$ cat config.mk
export PLATFORM = sky130hd
export DESIGN_NAME = mmio_fifo_bank
export DESIGN_NICKNAME = d
export VERILOG_FILES = /design/src/rtl/mmio_fifo_pkg.sv /design/src/rtl/mmio_fifo_bank_chan.sv /design/src/rtl/mmio_fifo_bank.sv
export SDC_FILE = /design/constraint.sdc
export NUM_CORES = 2
export LEC_CHECK = 0
export BUFFER_PORTS_ARGS = -buffer_cell sky130_fd_sc_hd__clkbuf_2
export CORE_AREA = 2 2 460 462
export DETAILED_ROUTE_END_ITERATION = 6
export DIE_AREA = 0 0 462 464
export PLACE_DENSITY = 0.6
export SETUP_SLACK_MARGIN = 0.1
export SLEW_MARGIN = 20
export SYNTH_ARGS = -nofsm -noshare
export SYNTH_HDL_FRONTEND = slang
export SYNTH_SLANG_ARGS = --single-unit
$ cat constraint.sdc
create_clock -name clk -period 23.3 [get_ports clk]
set_input_delay 0 -clock clk [delete_from_list [all_inputs] [get_ports clk]]
set_output_delay 0 -clock clk [all_outputs]
set_load 0.02 [all_outputs]
$ cat src/rtl/mmio_fifo_pkg.sv
// Shared register map, status/control bit positions and status word packing.
package mmio_fifo_pkg;

  localparam logic [1:0]  DATA_OFS  = 2'd0;
  localparam logic [1:0]  STAT_OFS  = 2'd2;
  localparam int unsigned CH_STRIDE = 4;

  localparam int unsigned ST_EMPTY   = 0;
  localparam int unsigned ST_FULL    = 1;
  localparam int unsigned ST_OVF     = 2;
  localparam int unsigned ST_UNF     = 3;
  localparam int unsigned ST_CNT_LSB = 16;

  localparam int unsigned CTL_CLR   = 0;
  localparam int unsigned CTL_FLUSH = 1;

  typedef enum logic [1:0] {
    REG_NONE,
    REG_DATA,
    REG_STAT
  } reg_kind_e;

  function automatic logic [63:0] status_word(input logic [15:0] cnt, input logic unf,
                                              input logic ovf, input logic full,
                                              input logic empty);
    logic [63:0] s;
    s = '0;
    s[ST_CNT_LSB +: 16] = cnt;
    s[ST_UNF]   = unf;
    s[ST_OVF]   = ovf;
    s[ST_FULL]  = full;
    s[ST_EMPTY] = empty;
    return s;
  endfunction

endpackage

$ cat src/rtl/mmio_fifo_bank_chan.sv
// One FIFO channel: storage, wrapping pointers, occupancy count and sticky flags.
module fifo_chan #(
  parameter int DATA_W = 64,
  parameter int DEPTH  = 8,
  parameter int CNT_W  = $clog2(DEPTH + 1)
) (
  input  logic              clk,
  input  logic              rst,
  input  logic              push,
  input  logic [DATA_W-1:0] push_data,
  input  logic              pop,
  input  logic              clr,
  input  logic              flush,
  output logic [DATA_W-1:0] head,
  output logic [CNT_W-1:0]  count,
  output logic              full,
  output logic              empty,
  output logic              ovf,
  output logic              unf
);

  localparam int PTR_W = $clog2(DEPTH);

  logic [DATA_W-1:0] mem [DEPTH];
  logic [PTR_W-1:0]  wr_ptr;
  logic [PTR_W-1:0]  rd_ptr;
  logic              push_ok;
  logic              pop_ok;

  assign full    = (count == CNT_W'(DEPTH));
  assign empty   = (count == '0);
  assign head    = mem[rd_ptr];
  // Both acceptance decisions use the state before this edge.
  assign push_ok = push && !full;
  assign pop_ok  = pop && !empty;

  // Storage write; contents are never reset, only made unreachable by count.
  always_ff @(posedge clk) begin
    if (!rst && push_ok) mem[wr_ptr] <= push_data;
  end

  // Pointers, count and sticky flags; flush overrides a concurrent pop.
  always_ff @(posedge clk) begin
    if (rst) begin
      wr_ptr <= '0;
      rd_ptr <= '0;
      count  <= '0;
      ovf    <= 1'b0;
      unf    <= 1'b0;
    end else begin
      if (flush) begin
        wr_ptr <= '0;
        rd_ptr <= '0;
        count  <= '0;
      end else begin
        if (push_ok) wr_ptr <= wr_ptr + PTR_W'(1);
        if (pop_ok)  rd_ptr <= rd_ptr + PTR_W'(1);
        if (push_ok && !pop_ok)      count <= count + CNT_W'(1);
        else if (pop_ok && !push_ok) count <= count - CNT_W'(1);
      end
      if (clr) begin
        ovf <= 1'b0;
        unf <= 1'b0;
      end
      if (push && full)  ovf <= 1'b1;
      if (pop && empty)  unf <= 1'b1;
    end
  end

endmodule

$ cat src/rtl/mmio_fifo_bank.sv
// Bank of independent MMIO-mapped FIFO channels with a 1-cycle read response.
module mmio_fifo_bank
  import mmio_fifo_pkg::*;
#(
  parameter int          DATA_W    = 64,
  parameter int          DEPTH     = 8,
  parameter int          NUM_CH    = 4,
  parameter logic [15:0] BASE_ADDR = 16'h0020
) (
  input  logic        clk,
  input  logic        rst,
  input  logic        mmio_wr_valid,
  input  logic        mmio_rd_valid,
  input  logic [15:0] mmio_addr,
  input  logic [8:0]  mmio_tid,
  input  logic [63:0] mmio_wr_data,
  output logic        rsp_valid,
  output logic [8:0]  rsp_tid,
  output logic [63:0] rsp_data,
  output logic        hit
);

  localparam int CNT_W = $clog2(DEPTH + 1);

  logic [15:0]       off;
  logic [2:0]        ch;
  reg_kind_e         kind;
  logic [63:0]       rd_word;

  logic [DATA_W-1:0] ch_head  [NUM_CH];
  logic [CNT_W-1:0]  ch_count [NUM_CH];
  logic              ch_full  [NUM_CH];
  logic              ch_empty [NUM_CH];
  logic              ch_ovf   [NUM_CH];
  logic              ch_unf   [NUM_CH];

  // Address decode: offset from base selects channel and register kind.
  always_comb begin
    off  = mmio_addr - BASE_ADDR;
    ch   = off[4:2];
    kind = REG_NONE;
    if (off < 16'(CH_STRIDE * NUM_CH)) begin
      if (off[1:0] == DATA_OFS)      kind = REG_DATA;
      else if (off[1:0] == STAT_OFS) kind = REG_STAT;
    end
  end

  assign hit = (kind != REG_NONE);

  for (genvar g = 0; g < NUM_CH; g++) begin : g_ch
    logic sel;
    assign sel = (ch == 3'(g));

    fifo_chan #(
      .DATA_W(DATA_W),
      .DEPTH (DEPTH),
      .CNT_W (CNT_W)
    ) u_chan (
      .clk      (clk),
      .rst      (rst),
      .push     (mmio_wr_valid && kind == REG_DATA && sel),
      .push_data(mmio_wr_data[DATA_W-1:0]),
      .pop      (mmio_rd_valid && kind == REG_DATA && sel),
      .clr      (mmio_wr_valid && kind == REG_STAT && sel && mmio_wr_data[CTL_CLR]),
      .flush    (mmio_wr_valid && kind == REG_STAT && sel && mmio_wr_data[CTL_FLUSH]),
      .head     (ch_head[g]),
      .count    (ch_count[g]),
      .full     (ch_full[g]),
      .empty    (ch_empty[g]),
      .ovf      (ch_ovf[g]),
      .unf      (ch_unf[g])
    );
  end

  // Read data mux from pre-edge channel state; empty data reads yield zero.
  always_comb begin
    rd_word = '0;
    for (int unsigned c = 0; c < NUM_CH; c++) begin
      if (ch == 3'(c)) begin
        if (kind == REG_DATA && !ch_empty[c]) begin
          rd_word = 64'(ch_head[c]);
        end else if (kind == REG_STAT) begin
          rd_word = status_word(16'(ch_count[c]), ch_unf[c], ch_ovf[c],
                                ch_full[c], ch_empty[c]);
        end
      end
    end
  end

  // Response register: one pulse per read, suppressed while in reset.
  always_ff @(posedge clk) begin
    if (rst) begin
      rsp_valid <= 1'b0;
      rsp_tid   <= '0;
      rsp_data  <= '0;
    end else begin
      rsp_valid <= mmio_rd_valid;
      if (mmio_rd_valid) begin
        rsp_tid  <= mmio_tid;
        rsp_data <= rd_word;
      end
    end
  end

endmodule

==> flow_summary.json <==
{
  "ys_ff_latch": 2182,
  "cp-end-kind": "flip-flop",
  "setup_viol": 0,
  "rows": 168,
  "ctsRootBufferMaster": "clkbuf_16",
  "finalSetupTns_ps": 0,
  "grt_usage_pct": 20.41,
  "hp-start": "mmio_wr_data[54]",
  "grt_pass1_wl_um": 309400,
  "crit_type": "in2reg",
  "gp_congestion": 0.8064,
  "via_count": 40923,
  "cp.required_ps": 23730,
  "grt_pass1_vias": 40509,
  "critPathLaunch": "mmio_addr[15]",
  "die_y_um": 464,
  "die_area_mm2": 0.2144,
  "cts_num_sinks": 2182,
  "synthArstFlopShare_pct": 0,
  "syn_avg_cell_area_um2": 22.27,
  "post-route-min-period_ps": 4197,
  "synth_edf_count": 2048,
  "clock_path_buffers": 3,
  "dp_cells": 6602,
  "cts_made_buffers": 214,
  "fmax_mhz": 238.3,
  "drc": 0,
  "fin_total_pwr_mw": 7.848,
  "postSynthCellCount": 3749,
  "crit_arrival_ps": 4630,
  "p_leak_nw": 28.97,
  "ys_types": 65,
  "ant_nets": 0,
  "start_kind": "input port",
  "final_cells": 7124,
  "die_x_um": 462,
  "drive_above_1_share_pct": 28.00,
  "ctsHtreeMaxLevel": 4,
  "ys.flop_type": "edfxtp_1",
  "rsz0062_at_grt": "false",
  "worst-path-max-fanout": 38,
  "io_pins": 168,
  "maxSlewViolCount": 0,
  "cap_violations": 0,
  "core-area_mm2": 0.2092,
  "wl_per_cell_um": 30.85,
  "start_util_pct": 39.92,
  "worstMarginPinSlew_ps": 1162,
  "final_nets": 4242,
  "grt_start_max_net_pins": 90,
  "drt-total-wl_um": 219800,
  "cts.clk_slew.worst_paths_ps": 60,
  "syn_area_mm2": 0.08349,
  "antenna_found_initial": 13,
  "hold_ws_ps": 52.21,
  "dp_hpwl_um": 126800,
  "n_fill_cell": 17332,
  "outcome": "completed",
  "powerDensity_mw_per_mm2": 81.67,
  "io_buffer_count": 167,
  "hold_violations": 0,
  "dr.pass1.iters": 6,
  "syn2layout_area_growth_pct": 15.09,
  "vias_per_cell": 5.744,
  "first_iter_violations": 5045,
  "max-vdd-ir-drop_uv": 82.68,
  "clock_skew_ps": 57.50,
  "max_slew_margin_pct": 21.83,
  "grt-ovfl-total": 0,
  "hold_class": "in2reg",
  "synth-seq-area-share_pct": 76.87,
  "finalCritPeriodShare_pct": 18.01,
  "insertion_delay_ps": 850,
  "syn-num-nets": 3867,
  "cts_tree": "done",
  "synth.largest_area_cell": "edfxtp_1",
  "yosysWarnings": 0,
  "cts_resized": 0,
  "ys_top_cells_by_area": "edfxtp_1, mux4_2, dfxtp_1, mux2i_1, clkbuf_1",
  "synth.top_cell.area_share_pct": 73.66
}
## worst paths after layout
path	endpoint	slack [ps]	cells after the start
worst min-delay path	g_ch[0].u_chan.mem[4][54]	50	1
worst min register to register	g_ch[1].u_chan.ovf	480	2
worst max-delay path	g_ch[3].u_chan.mem[2][27]	19100	8
worst max register to register	rsp_data[19]	19270	9
## cell usage in the layout, fill, tap and decap left out, types with 21 or more instances in the layout
cell	count
a21oi_1	23
buf_4	91
clkbuf_1	58
clkbuf_16	214
clkbuf_2	166
clkbuf_8	23
clkinv_1	38
clkinv_2	40
dfxtp_1	122
dlygate4sd3_1	107
edfxtp_1	2048
ha_1	21
mux2i_1	261
mux4_2	510
nand2_1	34
nand3_1	25
nor2_1	80
o221a_1	27
o221a_2	28
o221ai_1	38
o22ai_1	56
## sequential cells by signal, summed over array words and instances (netlist names), named ones only
name / flops
g_ch.u_chan.count: 16
g_ch.u_chan.mem: 2048
g_ch.u_chan.ovf: 4
g_ch.u_chan.rd_ptr: 12
g_ch.u_chan.unf: 4
g_ch.u_chan.wr_ptr: 12
rsp_data: 64
rsp_tid: 9
rsp_valid: 1
## per-layer routing
| metal | track usage [%] | wire, um | vias up |
|---|---|---|---|
| met5 | 0 | 0 | - |
| met4 | 4.798 | 4446 | 0 |
| met3 | 3.618 | 16870 | 240 |
| met2 | 31.68 | 103700 | 1677 |
| met1 | 30.04 | 94730 | 22271 |
| li1 | - | - | 16735 |
## final cells by class
class                           count  area [um2]  share of cell area [%]
Sequential cell                  2182       64230                   66.84
Tap cell                         2805        3510                   3.652
Timing Repair Buffer              370        2721                   2.832
Antenna cell                        4       10.01                 0.01042
Inverter                            9       36.28                 0.03776
Clock inverter                    113        1102                   1.147
Multi-Input combinational cell   1347       18620                   19.37
Clock buffer                      294        5876                   6.114
## stage by stage
| step | util, % | instance area [um2] | worst slack (ps) |
|---|---|---|---|
| after global placement | 42.04 | 87930 | 18260 |
| final | 45.95 | 96100 | 19100 |
| after global routing | 45.94 | 96090 | 18960 |
| after detailed placement | 42.04 | 87940 | 18200 |
| after floorplan | - | 83490 | 14810 |
| after CTS | 45.89 | 95980 | 19030 |
## where the power goes
group          switching, mW  internal (mW)  total, mW  leakage (nW)
clock network           1.49           1.93       3.41          3.41
logic                  0.110         0.0306      0.140          6.05
registers            0.00672           4.29       4.29          19.5
total                   1.60           6.24       7.85          29.0
## synthesized netlist by cell type, types with 12 or more instances
master and instances:
nand2_1 34, buf_1 40, o221a_2 28, o22ai_1 56
mux2_2 15, xnor2_1 17, xor2_1 16, o221ai_2 20
o221a_1 27, nor4_1 20, nand3_1 26, nor3_1 12
edfxtp_1 2048, clkbuf_1 111, mux4_2 510, mux2i_1 262
buf_2 54, dfxtp_1 134, ha_1 21, o221ai_1 38
a21oi_1 23, nor2_1 98
## logic make-up after synthesis
logic type / synth area share (%)
XOR/XNOR: 0.3462
multiplexers: 17.10
AO/OA/AOI/OAI: 2.628
adder cells (fa/ha/maj): 0.4106
AND/OR/NAND/NOR: 1.521
buffers and inverters: 1.124
flip-flops: 76.87
## critical path, cell delays in order
cell	delay, ps
clkbuf_2	90
nor4_1	980
and3_1	290
nand4_1	390
nor3_2	810
nand2b_1	400
nor2_4	880
buf_4	680
## timing repair
action,4_1_cts,5_1_grt
hold buffers,107,0
setup buffers,0,0
hold endpoints to repair,1640,0
(Power assumes the default switching activity.)
